[config.mk]
export PLATFORM = sky130hd
export DESIGN_NAME = fila_ctrl_flat
export DESIGN_NICKNAME = d
export VERILOG_FILES = /design/src/rtl/fila_ctrl_if.sv /design/src/rtl/fila_ctrl.sv /design/src/flat_wrapper.sv
export SDC_FILE = /design/constraint.sdc
export NUM_CORES = 1
export LEC_CHECK = 0
export CORE_ASPECT_RATIO = 1.2
export CORE_MARGIN = 5
export CORE_UTILIZATION = 43
export CTS_BUF_LIST = sky130_fd_sc_hd__clkbuf_16
export DETAILED_ROUTE_END_ITERATION = 8
export GPL_ROUTABILITY_DRIVEN = 0
export PLACE_DENSITY = 0.85
export SETUP_SLACK_MARGIN = 0.02
export SYNTH_ARGS = -nofsm -noshare
export SYNTH_HDL_FRONTEND = slang
export SYNTH_SLANG_ARGS = --single-unit
[constraint.sdc]
create_clock -name clock_10khz -period 4 [get_ports clock_10khz]
set_input_delay 0.6 -clock clock_10khz [delete_from_list [all_inputs] [get_ports clock_10khz]]
set_output_delay 0.6 -clock clock_10khz [all_outputs]
set_load 0.05 [all_outputs]
[src/rtl/fila_ctrl_if.sv]
// fila_ctrl_if: bundles every non-clock signal of the fila_ctrl queue sequencer.
//   Producers : req_a/req_b, data_a/data_b in; ack_a/ack_b out
//   Queue     : enqueue_out, data_out, dequeue_out out; queue_data_in, len_in in
//   Consumer  : pop_req in; pop_valid, pop_data, pop_empty out
//   Status    : count_out (controller occupancy), err_out (sticky length mismatch)
// The slave modport is the controller's view; the master modport is the view of
// the surrounding system (producers, consumer and the attached queue).
interface fila_ctrl_if #(
  parameter int QUEUE_DEPTH = 8,
  parameter int DATA_W      = 8
);
  localparam int CNT_W = $clog2(QUEUE_DEPTH + 1);

  logic              req_a;
  logic              req_b;
  logic [DATA_W-1:0] data_a;
  logic [DATA_W-1:0] data_b;
  logic              ack_a;
  logic              ack_b;
  logic              enqueue_out;
  logic [DATA_W-1:0] data_out;
  logic              dequeue_out;
  logic [DATA_W-1:0] queue_data_in;
  logic [7:0]        len_in;
  logic              pop_req;
  logic              pop_valid;
  logic [DATA_W-1:0] pop_data;
  logic              pop_empty;
  logic [CNT_W-1:0]  count_out;
  logic              err_out;

  modport slave (
    input  req_a, req_b, data_a, data_b, queue_data_in, len_in, pop_req,
    output ack_a, ack_b, enqueue_out, data_out, dequeue_out,
           pop_valid, pop_data, pop_empty, count_out, err_out
  );

  modport master (
    output req_a, req_b, data_a, data_b, queue_data_in, len_in, pop_req,
    input  ack_a, ack_b, enqueue_out, data_out, dequeue_out,
           pop_valid, pop_data, pop_empty, count_out, err_out
  );
endinterface

[src/rtl/fila_ctrl.sv]
// fila_ctrl: sequencer for the 8-bit LIFO queue (Fila) on the clock_10khz domain.
//   - Round-robin arbitration of producers A and B onto the single enqueue port.
//   - Pop FSM (IDLE -> ISSUE -> WAIT -> PRESENT) issuing dequeue pulses and
//     returning the popped element with a one-cycle valid strobe.
//   - Own occupancy count so the queue is never overfilled or over-drained.
// Ports:
//   clock_10khz : sole clock, rising edge
//   reset       : synchronous, active-high; the attached queue shares it
//   bus         : fila_ctrl_if.slave (producer, queue, consumer and status signals)
// Optional feature: define FILA_CTRL_LEN_CHECK_EN to compare the queue's len_in
// against the one-cycle-delayed count and raise the sticky err_out on mismatch.
// Without the macro err_out is tied low and no comparator exists.
module fila_ctrl #(
  parameter int QUEUE_DEPTH = 8,
  parameter int DATA_W      = 8
) (
  input logic        clock_10khz,
  input logic        reset,
  fila_ctrl_if.slave bus
);
  localparam int CNT_W = $clog2(QUEUE_DEPTH + 1);
  localparam logic [CNT_W-1:0] DEPTH_C = CNT_W'(QUEUE_DEPTH);
  localparam logic [CNT_W-1:0] ONE_C   = CNT_W'(1);

  typedef enum logic [1:0] {IDLE, ISSUE, WAIT, PRESENT} pop_state_t;

  pop_state_t       state, state_nxt;
  logic [CNT_W-1:0] count;
  logic             last_grant;   // 0: A won last, 1: B won last
  logic             issue_p0;
  logic             empty_p0;
  logic             elig_a_p0, elig_b_p0;
  logic             room_p0;
  logic             grant_a_p0, grant_b_p0;

  // Stage p0: pop FSM next state and same-cycle decisions
  always_comb begin
    state_nxt = state;
    issue_p0  = 1'b0;
    empty_p0  = 1'b0;
    case (state)
      IDLE: begin
        if (bus.pop_req) begin
          if (count != '0) begin
            state_nxt = ISSUE;
            issue_p0  = 1'b1;
          end else begin
            empty_p0 = 1'b1;
          end
        end
      end
      ISSUE:   state_nxt = WAIT;
      WAIT:    state_nxt = PRESENT;
      PRESENT: state_nxt = IDLE;
      default: state_nxt = IDLE;
    endcase
  end

  // A producer whose ack is high this cycle is ineligible, which is what
  // makes a lone requester wait a cycle and two requesters alternate.
  // When full, a pop issuing on this edge frees a slot, so a grant may ride
  // on the same edge and the count stays put.
  always_comb begin
    elig_a_p0  = bus.req_a & ~bus.ack_a;
    elig_b_p0  = bus.req_b & ~bus.ack_b;
    room_p0    = (count != DEPTH_C) | issue_p0;
    grant_a_p0 = room_p0 & elig_a_p0 & (~elig_b_p0 |  last_grant);
    grant_b_p0 = room_p0 & elig_b_p0 & (~elig_a_p0 | ~last_grant);
  end

  // Stage p1: registered pulses, count and pop data
  always_ff @(posedge clock_10khz) begin
    if (reset) begin
      state           <= IDLE;
      count           <= '0;
      last_grant      <= 1'b1;
      bus.ack_a       <= 1'b0;
      bus.ack_b       <= 1'b0;
      bus.enqueue_out <= 1'b0;
      bus.data_out    <= '0;
      bus.dequeue_out <= 1'b0;
      bus.pop_valid   <= 1'b0;
      bus.pop_data    <= '0;
      bus.pop_empty   <= 1'b0;
    end else begin
      state           <= state_nxt;
      bus.ack_a       <= grant_a_p0;
      bus.ack_b       <= grant_b_p0;
      bus.enqueue_out <= grant_a_p0 | grant_b_p0;
      if (grant_a_p0) begin
        bus.data_out <= bus.data_a;
        last_grant   <= 1'b0;
      end else if (grant_b_p0) begin
        bus.data_out <= bus.data_b;
        last_grant   <= 1'b1;
      end
      case ({grant_a_p0 | grant_b_p0, issue_p0})
        2'b10:   count <= count + ONE_C;
        2'b01:   count <= count - ONE_C;
        default: count <= count;
      endcase
      bus.dequeue_out <= issue_p0;
      bus.pop_empty   <= empty_p0;
      bus.pop_valid   <= (state == WAIT);
      if (state == WAIT) bus.pop_data <= bus.queue_data_in;
    end
  end

  assign bus.count_out = count;

`ifdef FILA_CTRL_LEN_CHECK_EN
  logic [CNT_W-1:0] count_p1;
  logic             err;

  // Stage p2: the queue's length lags the controller count by one edge
  always_ff @(posedge clock_10khz) begin
    if (reset) begin
      count_p1 <= '0;
      err      <= 1'b0;
    end else begin
      count_p1 <= count;
      if (bus.len_in != 8'(count_p1)) err <= 1'b1;
    end
  end

  assign bus.err_out = err;
`else
  assign bus.err_out = 1'b0;
`endif

endmodule

[src/flat_wrapper.sv]
// flat-port wrapper written by rule: the top's interface ports become plain ports
module fila_ctrl_flat 
#(
  parameter int QUEUE_DEPTH = 8,
  parameter int DATA_W      = 8
)
  (clock_10khz, reset, bus_req_a, bus_req_b, bus_data_a, bus_data_b, bus_queue_data_in, bus_len_in, bus_pop_req, bus_ack_a, bus_ack_b, bus_enqueue_out, bus_data_out, bus_dequeue_out, bus_pop_valid, bus_pop_data, bus_pop_empty, bus_count_out, bus_err_out);
  fila_ctrl_if #(.QUEUE_DEPTH(QUEUE_DEPTH), .DATA_W(DATA_W)) bus_i ();
  input logic clock_10khz;
  input logic reset;
  input wire logic [$bits(bus_i.req_a)-1:0] bus_req_a;
  input wire logic [$bits(bus_i.req_b)-1:0] bus_req_b;
  input wire logic [$bits(bus_i.data_a)-1:0] bus_data_a;
  input wire logic [$bits(bus_i.data_b)-1:0] bus_data_b;
  input wire logic [$bits(bus_i.queue_data_in)-1:0] bus_queue_data_in;
  input wire logic [$bits(bus_i.len_in)-1:0] bus_len_in;
  input wire logic [$bits(bus_i.pop_req)-1:0] bus_pop_req;
  output wire logic [$bits(bus_i.ack_a)-1:0] bus_ack_a;
  output wire logic [$bits(bus_i.ack_b)-1:0] bus_ack_b;
  output wire logic [$bits(bus_i.enqueue_out)-1:0] bus_enqueue_out;
  output wire logic [$bits(bus_i.data_out)-1:0] bus_data_out;
  output wire logic [$bits(bus_i.dequeue_out)-1:0] bus_dequeue_out;
  output wire logic [$bits(bus_i.pop_valid)-1:0] bus_pop_valid;
  output wire logic [$bits(bus_i.pop_data)-1:0] bus_pop_data;
  output wire logic [$bits(bus_i.pop_empty)-1:0] bus_pop_empty;
  output wire logic [$bits(bus_i.count_out)-1:0] bus_count_out;
  output wire logic [$bits(bus_i.err_out)-1:0] bus_err_out;
  assign bus_i.req_a = bus_req_a;
  assign bus_i.req_b = bus_req_b;
  assign bus_i.data_a = bus_data_a;
  assign bus_i.data_b = bus_data_b;
  assign bus_i.queue_data_in = bus_queue_data_in;
  assign bus_i.len_in = bus_len_in;
  assign bus_i.pop_req = bus_pop_req;
  assign bus_ack_a = bus_i.ack_a;
  assign bus_ack_b = bus_i.ack_b;
  assign bus_enqueue_out = bus_i.enqueue_out;
  assign bus_data_out = bus_i.data_out;
  assign bus_dequeue_out = bus_i.dequeue_out;
  assign bus_pop_valid = bus_i.pop_valid;
  assign bus_pop_data = bus_i.pop_data;
  assign bus_pop_empty = bus_i.pop_empty;
  assign bus_count_out = bus_i.count_out;
  assign bus_err_out = bus_i.err_out;
  fila_ctrl #(.QUEUE_DEPTH(QUEUE_DEPTH), .DATA_W(DATA_W)) u_core (.clock_10khz(clock_10khz), .reset(reset), .bus(bus_i));
endmodule
==> Word-level counts from Yosys, hierarchy flattened <==
Cells that the tools add are included.
{ "op_classes": {"add_sub_neg": 2, "n_mul": 0, "div_mod_pow": 0, "order_cmp": 0, "n_eq_ne": 8, "n_shift": 0, "muxes": 12, "bitwise_logic": 17, "reduce_logical": 6} }
{ "op_table": {"columns": ["cell", "count"], "rows": [
  ["two-way mux 8 bit", 2],
  ["case mux 2 bit (4 select lines)", 1],
  ["case mux 4 bit (2 select lines)", 1],
  ["NOT 1 bit", 7],
  ["AND 1 bit", 6],
  ["equality test 2 bit, second input constant", 3],
  ["two-way mux 1 bit", 6],
  ["adder 4 x 1 -> 4 bit, second input constant", 1],
  ["equality test 2 x 1 -> 1 bit, second input constant", 2],
  ["two-way mux 2 bit", 2],
  ["!= test 4 bit, second input constant", 1],
  ["OR 1 bit", 4],
  ["nonzero test 2 bit", 2],
  ["nonzero test 4 bit", 1],
  ["subtractor 4 x 1 -> 4 bit, second input constant", 1],
  ["OR reduction 3 bit", 1],
  ["zero test 2 bit", 1],
  ["!= test 2 x 1 -> 1 bit, second input constant", 1],
  ["!= test 2 bit, second input constant", 1],
  ["AND reduction 2 bit", 1]
]} }
{ "word_totals": {"ff_bits": 29, "latchBits": 0, "ram_bits": 0, "mem_bits_ro": 0, "input_bits": 37, "word_cells": 56, "mem_count": 0} }

==> Logic depth before layout (Yosys ltp) <==
Gate-level depths: netlist of the first run.
{ "logic_depth": {"depth_word": 10, "ltp_mapped": 13, "depth_no_buf": 12} }

==> Worst setup path before layout of the first run <==
OpenSTA, ideal clock, no wires.
{ "synth_timing": {"path_type": "reg-to-reg", "startpoint": "reg u_core.count[0], in the netlist u_core.bus.count_out[0]", "endpoint": "reg u_core.count[3], in the netlist u_core.bus.count_out[3]", "setup_time_ns": 0.071, "arrival_time_ns": 2.780, "required_time_ns": 3.929, "path_slack_ns": 1.149, "stages_incl_launch_ff": 11, "period_less_slack_ns": 2.851, "cell_sequence": "dfxtp_1 nor3_2 a32oi_2 buf_6 inv_1 ha_1 ha_1 a21oi_1 a21oi_1 or4_1 a21oi_1"} }
{ "synth_via": {"elab_chain_cells": 10, "word_cells_on_any_way": 17} }
{ "synth_lines": {"columns": ["item", "line", "rtl"], "rows": [
  ["start, declared", "fila_ctrl.sv:28", "logic [CNT_W-1:0] count;"],
  ["start signal, assigned", "fila_ctrl.sv:98", "2'b10: count <= count + ONE_C;"],
  ["start signal, assigned", "fila_ctrl.sv:99", "2'b01: count <= count - ONE_C;"],
  ["start signal, assigned", "fila_ctrl.sv:100", "default: count <= count;"],
  ["nonzero test 4 bit", "fila_ctrl.sv:44", "if (count != '0) begin"],
  ["two-way mux 1 bit", "fila_ctrl.sv:44", null],
  ["two-way mux 1 bit", "fila_ctrl.sv:43", "if (bus.pop_req) begin"],
  ["two-way mux 1 bit", "fila_ctrl.sv:41", "case (state)"],
  ["OR 1 bit", "fila_ctrl.sv:66", "room_p0 = (count != DEPTH_C) | issue_p0;"],
  ["AND 1 bit (on tied branches) (2 in series)", "fila_ctrl.sv:67, fila_ctrl.sv:68", null],
  ["OR 1 bit", "fila_ctrl.sv:97", "case ({grant_a_p0 | grant_b_p0, issue_p0})"],
  ["equality test 2 x 1 -> 1 bit or equality test 2 bit (tied branches)", "fila_ctrl.sv:97", null],
  ["case mux 4 bit (2 select lines) or nonzero test 2 bit (tied branches)", null, null]
]} }
Parallel ways exist; a longest one is shown, timed or not.
A chain may end at the register's enable or synchronous reset.

==> Final worst setup path of the first run <==
{ "layout_timing": {"startpoint": "in bus_pop_req", "endpoint": "reg u_core.count[3], in the netlist u_core.bus.count_out[3]"} }
{ "layout_via": {"elab_chain_cells": 8, "word_cells_on_any_way": 12} }
{ "layout_lines": {"columns": ["item", "line", "rtl"], "rows": [
  ["start, declared", "flat_wrapper.sv:17", "input wire logic [$bits(bus_i.pop_req)-1:0] bus_pop_req;"],
  ["two-way mux 1 bit *", "fila_ctrl.sv:43", null],
  ["two-way mux 1 bit *", "fila_ctrl.sv:41", null],
  ["OR 1 bit", "fila_ctrl.sv:66", null],
  ["AND 1 bit (on tied branches) (2 in series)", "fila_ctrl.sv:67, fila_ctrl.sv:68", null],
  ["OR 1 bit", "fila_ctrl.sv:97", null],
  ["equality test 2 x 1 -> 1 bit or equality test 2 bit (tied branches)", "fila_ctrl.sv:97", null],
  ["case mux 4 bit (2 select lines) or nonzero test 2 bit (tied branches)", null, null]
]} }
Every way passes the cells marked *; elsewhere a longest branch is shown, timed or not.

==> results.json, run 1 <==
{
  "hp-class": "reg2reg",
  "end_kind": "flop",
  "multi_input_area_sq_um": 648.1,
  "reg2reg_slack_ps": 1160,
  "grt_max_degree": 30,
  "htree_levels": 2,
  "synth_area_per_cell_sq_um": 9.729,
  "status": "completed",
  "cpMostUsedCell": "a21oi_1",
  "die-height_um": 70.32,
  "dieArea_sq_mm": 0.004238,
  "antenna_found_initial": 0,
  "clockRootBuffer": "clkbuf_16",
  "grt_pass1_wl_um": 5264,
  "layout.nets": 232,
  "cts_made_buffers": 5,
  "floorplan.initialDensity_pct": 43.45,
  "timing.rr.start": "u_core.state[0]",
  "cts_setup_buffers": 0,
  "critPathTopFamily": "buffers and inverters",
  "via_per_inst": 5.120,
  "critPathArrivalTime_ps": 3230,
  "tns_ps": 0,
  "synthCells": 134,
  "drive_gt1_share_pct": 5.291,
  "grt_pass1_vias": 1230,
  "final.period_utilization_pct": 76.26,
  "routed_wl_um": 3198,
  "whs_ps": 500.4,
  "max_stage_delay_ps": 480,
  "crit_slowest_cell": "clkdlybuf4s50_1",
  "r2r-end": "u_core.bus.count_out[3]",
  "diodes": 0,
  "hold_viol_final": 0,
  "detail-route-antenna-nets": 0,
  "tightest_slew_ps": 1034,
  "cp_max_fo": 17,
  "ioPinCount": 64,
  "yosysSeqAreaShare_pct": 44.53,
  "fmax_ghz": 0.3278,
  "synth_top_cell_area_share_pct": 44.53,
  "path_cells": "clkdlybuf4s50_1 > nand2_1 > a32oi_2 > buf_4 > inv_1 > ha_1 > ha_1 > a21oi_1 > a21oi_1 > or4_1 > a21oi_1",
  "drt_iter0_drc": 9,
  "leakage_uw": 0.0007968,
  "synth_nets": 178,
  "period_needed_ps": 3050,
  "cp.required_ps": 4180,
  "synth_top_area_cell": "dfxtp_1",
  "critPathBufInv": 3,
  "vias": 1152,
  "area_growth_pct": 54.22,
  "worstRegToRegCells": 12,
  "grt.overflow.total": 0,
  "dr.pass1.iters": 4,
  "drc_errors": 0,
  "p_total_uw": 1473,
  "worstHoldEndpoint": "u_core.bus.data_out[5]",
  "startpoint_type": "input pin",
  "clkSinkCount": 29,
  "synthTopCellsByArea": "dfxtp_1, mux2i_1, nor2_1, ha_1, a211oi_1",
  "rsz0062_at_grt": "false",
  "die_x_um": 60.27,
  "finalNonFillerCells": 225,
  "coreArea_sq_mm": 0.003000,
  "report.final.slew_viol_count": 0,
  "ff_latch_area_sq_um": 580.6,
  "syn_area_sq_mm": 0.001304,
  "cts_tree": "yes",
  "hold_start": "u_core.bus.data_out[5]",
  "worstSkewPairLatency_ps": 270,
  "fin_skew_ps": 2.974,
  "cts_buffer_depth": 2,
  "cap_viol_max_count": 0,
  "maxSlewHeadroom_pct": 30.84,
  "nFillCells": 248,
  "holdPathStages": 2,
  "fin_util_pct": 67.01,
  "hpwl_um": 2418,
  "p_per_area_mw_per_mm2": 732.6,
  "clk_pin_slew_ps": 50,
  "postCtsResizedCells": 0,
  "grt.total_usage_pct": 16.50,
  "numPortBuffers": 54,
  "synth_cell_types": 32,
  "dpl.cell_count": 217,
  "crit_type": "in2reg",
  "num_rows": 22,
  "synth-seq-cells": 29,
  "ctsHoldBuffers": 0,
  "routedWlPerCell_um": 14.21,
  "setup_viol": 0,
  "yosysWarnings": 0,
  "peakVddDrop_mv": 0.5899
}
how the worst max path moves through the flow:
stage | startpoint | to | slack (ps) | cells after the start
global placement | bus_pop_req | u_core.bus.count_out[3] | 760 | 11
finish | bus_pop_req | u_core.bus.count_out[3] | 950 | 11
floorplan | u_core.bus.count_out[0] | u_core.bus.count_out[3] | 1150 | 10
detailed placement | bus_pop_req | u_core.bus.count_out[3] | 690 | 11
global route | bus_pop_req | u_core.bus.count_out[3] | 820 | 11
CTS | bus_pop_req | u_core.bus.count_out[3] | 960 | 11
cell usage in the layout, fill, tap and decap left out, types with 2 or more instances in the layout:
cell | synthesis | layout
clkdlybuf4s50_1 | 0 | 54
dfxtp_1 | 29 | 29
a211oi_1 | 9 | 9
nor2_1 | 26 | 26
ha_1 | 6 | 6
nor3b_1 | 2 | 2
nand2b_1 | 2 | 2
and3_1 | 2 | 2
mux2i_1 | 17 | 17
nor2b_1 | 3 | 3
inv_1 | 7 | 8
xor2_1 | 2 | 2
a21oi_1 | 5 | 5
clkbuf_16 | 0 | 5
metrics by stage:
| step | setup slack [ps] | instance area [sq um] |
|---|---|---|
| floorplan | 1149 | 1304 |
| global placement | 757.9 | 1848 |
| detailed placement | 694.2 | 1848 |
| CTS | 955.8 | 2011 |
| global route | 816.1 | 2011 |
| finish | 949.8 | 2011 |
area by class of cell:
type / instances / area share (%)
multi-input combinational: 90 / 32.23
sequential: 29 / 28.87
timing repair buffer: 55 / 27.26
clock buffer: 5 / 6.223
tap: 36 / 2.240
clock inverter: 3 / 1.867
inverter: 7 / 1.307
tightest hold or removal path: stages, from the launching register on:
cell and delay, ps:
dfxtp_1 310, nor2_1 90, a211oi_1 50
cells by family after synthesis:
group / synth area share [%]
AO/OA/AOI/OAI: 12.28
XOR/XNOR: 1.344
adder cells (fa/ha/maj): 7.294
buffers and inverters: 5.758
flip-flops: 44.53
multiplexers: 13.05
other: 0.2876
AND/OR/NAND/NOR: 15.45
registers in the layout, summed over array words and instances, names as in the netlist:
register,count
u_core.state,2
u_core.bus.data_out,8
u_core.bus.pop_valid,1
u_core.last_grant,1
u_core.bus.pop_data,8
u_core.bus.count_out,4
u_core.bus.ack_b,1
u_core.bus.dequeue_out,1
u_core.bus.pop_empty,1
u_core.bus.enqueue_out,1
u_core.bus.ack_a,1
cells in the mapped netlist:
cell type and instances:
dfxtp_1 29, nor2_1 26, mux2i_1 17, a211oi_1 9, inv_1 7, ha_1 6, a21oi_1 5, clkbuf_1 4
nor2b_1 3, and3_1 2, buf_6 2, nand2b_1 2, nor3b_1 2, xor2_1 2, a2111oi_0 1, a21o_1 1
a311oi_2 1, a32oi_2 1, buf_1 1, buf_4 1, conb_1 1, fa_1 1, nand2_1 1, nand3_1 1
nand3b_1 1, nor3_1 1, nor3_2 1, nor4_1 1, o21ai_0 1, o21bai_1 1, o31ai_1 1, or4_1 1
report_power, final:
group          internal, uW  switching [uW]
registers               357            53.4
logic                   246             409
clock network           288             120
total                   891             582
routing by layer:
| layer | global-route usage [%] | part of all wire, % | up-vias |
|---|---|---|---|
| met5 | 0 | 0 | - |
| met4 | 5.419 | 1.8 | 0 |
| met3 | 6.654 | 6.8 | 7 |
| met2 | 31.01 | 57 | 36 |
| met1 | 15.25 | 35 | 542 |
| li1 | - | - | 567 |
Power figures use the tool's default switching activity.
==> run 2: changes to the inputs <==
CORE_UTILIZATION = 40   (was 43)
PLACE_DENSITY = 0.8   (was 0.85)
clock period = 3.1 ns   (was 4 ns; I/O delays follow)
==> results.json, run 2 (same netlist as run 1, synthesis figures left out) <==
{
  "status": "completed",
  "whs_ps": 491.8,
  "hold_viol_final": 0,
  "peakVddDrop_mv": 0.7583,
  "grt_pass1_vias": 1240,
  "grt.total_usage_pct": 15.45,
  "die-height_um": 72.54,
  "detail-route-antenna-nets": 0,
  "clk_pin_slew_ps": 40,
  "cp.required_ps": 3300,
  "clockRootBuffer": "clkbuf_16",
  "leakage_uw": 0.0007970,
  "clkSinkCount": 29,
  "grt.overflow.total": 0,
  "startpoint_type": "input pin",
  "final.period_utilization_pct": 85.31,
  "cap_viol_max_count": 0,
  "p_per_area_mw_per_mm2": 899.6,
  "dieArea_sq_mm": 0.004506,
  "fmax_ghz": 0.3781,
  "report.final.slew_viol_count": 0,
  "fin_skew_ps": 4.261,
  "vias": 1152,
  "end_kind": "flop",
  "floorplan.initialDensity_pct": 41.91,
  "cts_buffer_depth": 2,
  "grt_max_degree": 20,
  "via_per_inst": 5.075,
  "routed_wl_um": 3216,
  "antenna_found_initial": 0,
  "cp_max_fo": 3,
  "cts_tree": "yes",
  "hpwl_um": 2423,
  "cpMostUsedCell": "a21oi_1",
  "grt_pass1_wl_um": 5499,
  "htree_levels": 2,
  "routedWlPerCell_um": 14.17,
  "dr.pass1.iters": 4,
  "max_stage_delay_ps": 490,
  "drc_errors": 0,
  "crit_slowest_cell": "clkdlybuf4s50_1",
  "diodes": 0,
  "coreArea_sq_mm": 0.003110,
  "path_cells": "clkdlybuf4s50_1 > nand2_1 > a32oi_2 > inv_1 > ha_1 > ha_1 > a21oi_1 > a21oi_1 > or4_1 > a21oi_1",
  "p_total_uw": 1802,
  "final_cell_mix": "clkdlybuf4s50_1, dfxtp_1, nor2_1",
  "hp-class": "reg2reg",
  "drt_iter0_drc": 36,
  "cts_made_buffers": 5,
  "area_growth_pct": 53.65,
  "die_x_um": 62.12,
  "crit_type": "in2reg",
  "ctsHoldBuffers": 0,
  "postCtsResizedCells": 0,
  "period_needed_ps": 2645,
  "numPortBuffers": 54,
  "final_common_cell": "clkdlybuf4s50_1",
  "maxSlewHeadroom_pct": 64.90,
  "cts_setup_buffers": 0,
  "drive_gt1_share_pct": 6.283,
  "tightest_slew_ps": 524.9,
  "critPathArrivalTime_ps": 2840,
  "ioPinCount": 64,
  "worstSkewPairLatency_ps": 270,
  "num_rows": 22,
  "setup_viol": 0,
  "rsz0062_at_grt": "false",
  "tns_ps": 0,
  "layout.nets": 235
}
## run 2: cell type report
cell class | instances | area, sq um
flip-flops and latches | 29 | 580.6
clock inverters | 2 | 7.507
inverters | 7 | 26.28
repair buffers | 58 | 570.5
multi-input cells | 90 | 648.1
clock buffers | 5 | 125.1
fillers | 256 | 1107
well taps | 36 | 45.04
## run 2: path summary, 6_finish.rpt
kind                            cells after the start                    start  slack [ps]                       to
worst max register to register                      8  u_core.bus.count_out[3]         530  u_core.bus.count_out[3]
worst max-delay path                               10              bus_pop_req         460  u_core.bus.count_out[3]
worst min-delay path                                2   u_core.bus.pop_data[7]         490   u_core.bus.pop_data[7]
worst min register to register                      2   u_core.bus.pop_data[7]         490   u_core.bus.pop_data[7]
## run 2: power by group
| group | switching (uW) | internal [uW] |
|---|---|---|
| sequential | 69.5 | 461 |
| clock | 140 | 284 |
| combinational | 520 | 328 |
| total | 729 | 1070 |
## run 2: critical path: cells and delay by family
kind	cells	cell delay, ps
buffers and inverters	2	580
AOI/OAI and AO/OA	4	680
and+or+nand+nor	2	550
adders and majority gates	2	560
## run 2: per-layer routing
| layer | global-route usage, % | share of wire (%) | up-vias |
|---|---|---|---|
| met1 | 15.14 | 40 | 545 |
| li1 | - | - | 569 |
| met2 | 29.26 | 53 | 32 |
| met4 | 8.675 | 2.2 | 0 |
| met3 | 3.870 | 4.3 | 6 |
| met5 | 0 | 0 | - |
## run 2: stage by stage
stage          setup WS (ps)  std cells  cell area, sq um  utilization (%)
5_1_grt                298.3        227              2003            64.40
2_1_floorplan          249.5        134              1304                -
3_3_place_gp           282.9        220              1871            60.14
6_report               455.4        227              2003            64.40
3_5_place_dp           210.7        220              1871            60.14
4_1_cts                461.2        227              2003            64.40
==> run 3: changes to the inputs <==
CORE_UTILIZATION = 36   (was 40)
PLACE_DENSITY = 0.76   (was 0.8)
SKIP_LAST_GASP = 1   (was default)
clock period = 2.3 ns   (was 3.1 ns; I/O delays follow)
==> results.json, run 3 (same netlist as run 1, synthesis figures left out) <==
{
  "worstHoldEndpoint": "u_core.bus.ack_b",
  "clockRootBuffer": "clkbuf_16",
  "area_growth_pct": 68.81,
  "p_per_area_mw_per_mm2": 1232,
  "cts_buffer_depth": 2,
  "cts_made_buffers": 5,
  "dr.pass1.iters": 4,
  "coreArea_sq_mm": 0.003573,
  "reg2reg_slack_ps": 50,
  "final_common_cell": "clkdlybuf4s50_1",
  "routedWlPerCell_um": 15.02,
  "cts_tree": "yes",
  "hp-class": "in2reg",
  "ff_latch_area_sq_um": 596.8,
  "tightest_slew_ps": 534.0,
  "drt_iter0_drc": 53,
  "grt.overflow.total": 0,
  "peakVddDrop_mv": 0.5561,
  "status": "completed",
  "crit_slowest_cell": "or4_1",
  "report.final.slew_viol_count": 0,
  "floorplan.initialDensity_pct": 36.48,
  "hold_viol_final": 0,
  "grt_pass1_vias": 1274,
  "r2r-end": "u_core.bus.count_out[3]",
  "via_per_inst": 4.958,
  "cap_viol_max_count": 0,
  "startpoint_type": "flop",
  "ioPinCount": 64,
  "final.period_utilization_pct": 97.61,
  "worstRegToRegCells": 11,
  "diodes": 0,
  "routed_wl_um": 3574,
  "die_x_um": 64.94,
  "critPathArrivalTime_ps": 2450,
  "cpMostUsedCell": "ha_4",
  "dieArea_sq_mm": 0.004930,
  "ctsHoldBuffers": 0,
  "drive_gt1_share_pct": 22.11,
  "detail-route-antenna-nets": 0,
  "fin_skew_ps": 4.624,
  "timing.rr.start": "u_core.state[1]",
  "num_rows": 24,
  "numPortBuffers": 54,
  "end_kind": "flop",
  "place_area_sq_mm": 0.001992,
  "clkSinkCount": 29,
  "leakage_uw": 0.0008755,
  "whs_ps": 462.7,
  "fmax_ghz": 0.4454,
  "tns_ps": 0,
  "p_total_uw": 2712,
  "grt.total_usage_pct": 15.31,
  "grt_pass1_wl_um": 5871,
  "htree_levels": 2,
  "fin_area_sq_mm": 0.002201,
  "final_cell_mix": "clkdlybuf4s50_1, nor2_1, dfxtp_1",
  "antenna_found_initial": 0,
  "hold_start": "bus_req_b",
  "multi_input_area_sq_um": 763.2,
  "grt_max_degree": 19,
  "nFillCells": 308,
  "die-height_um": 75.92,
  "vias": 1180,
  "layout.nets": 242,
  "clk_pin_slew_ps": 50,
  "crit_type": "reg2reg",
  "period_needed_ps": 2245,
  "drc_errors": 0,
  "path_cells": "inv_2 > ha_4 > nand2_4 > a32oi_4 > inv_2 > ha_4 > ha_4 > a21oi_4 > a21oi_2 > or4_1 > a21oi_2",
  "setup_viol": 0,
  "worstSkewPairLatency_ps": 270,
  "cp.required_ps": 2500,
  "cp_max_fo": 3,
  "maxSlewHeadroom_pct": 64.40,
  "hpwl_um": 2806,
  "rsz0062_at_grt": "true",
  "holdPathStages": 3,
  "max_stage_delay_ps": 490,
  "cts_setup_buffers": 0
}
==> run 3: cell types whose count changed in the layout (fill, tap and decap cells not counted), moves of 3 or more <==
cell / delta
a21oi_1: -3
buf_4: +7
dfxtp_2: +4
dfxtp_4: +3
ha_4: +3
inv_2: +3
clkdlybuf4s50_1: -3
dfxtp_1: -7
ha_1: -3
inv_1: -3
==> run 3: worst max-delay path: cells and delay by family (launching register included) <==
kind	cells	cell delay (ps)
fa+ha+maj	3	590
simple gates	2	550
buf+inv	2	160
flops	1	330
compound gates	4	540
==> run 3: per-stage QoR <==
step	instances	utilization (%)	setup WS [ps]
after global routing	238	61.59	-2.446
after CTS	238	60.08	-23.67
after detailed placement	230	55.74	-355.1
final	238	61.59	54.93
after floorplan	134	-	-105.5
after global placement	230	55.74	-216.4
==> run 3: worst max-delay path by stage <==
stage | start | to | slack [ps] | depth (start not counted)
floorplan | u_core.state[1] | u_core.bus.count_out[3] | -110 | 12
global placement | bus_pop_req | u_core.bus.count_out[3] | -220 | 10
detailed placement | bus_pop_req | u_core.bus.count_out[3] | -360 | 10
CTS | u_core.state[1] | u_core.bus.count_out[3] | -20 | 11
global route | u_core.state[1] | u_core.bus.count_out[3] | -2 | 11
finish | u_core.state[1] | u_core.bus.count_out[3] | 50 | 11
==> run 3: what timing repair did <==
action / CTS / global route
resized for setup: 4 / 12
setup endpoints to repair: 1 / 1
hold endpoints to repair: 0 / 0
pin swaps: 0 / 1
==> run 3: report_power, final <==
| group | leakage [uW] | switching [uW] | internal (uW) | total (uW) |
|---|---|---|---|---|
| Sequential | 0.000242 | 110 | 639 | 750 |
| Clock | 0.0000748 | 211 | 391 | 602 |
| Combinational | 0.000559 | 783 | 577 | 1360 |
| Total | 0.000876 | 1100 | 1610 | 2710 |
==> run 3: final cells by class <==
class / instances / share of cell area, %
flip-flops and latches: 29 / 27.12
inverters: 7 / 1.194
multi-input cells: 90 / 34.68
clock buffers: 5 / 5.685
clock inverters: 3 / 0.6254
well taps: 39 / 2.217
repair buffers: 65 / 28.48
==> run 3: metal layers <==
metal	vias to the layer above	wire [um]	GRT usage [%]
met5	-	0	0
met4	0	73	7.611
met3	6	154	4.142
met2	30	2020	27.94
met1	556	1325	15.49
li1	588	-	-
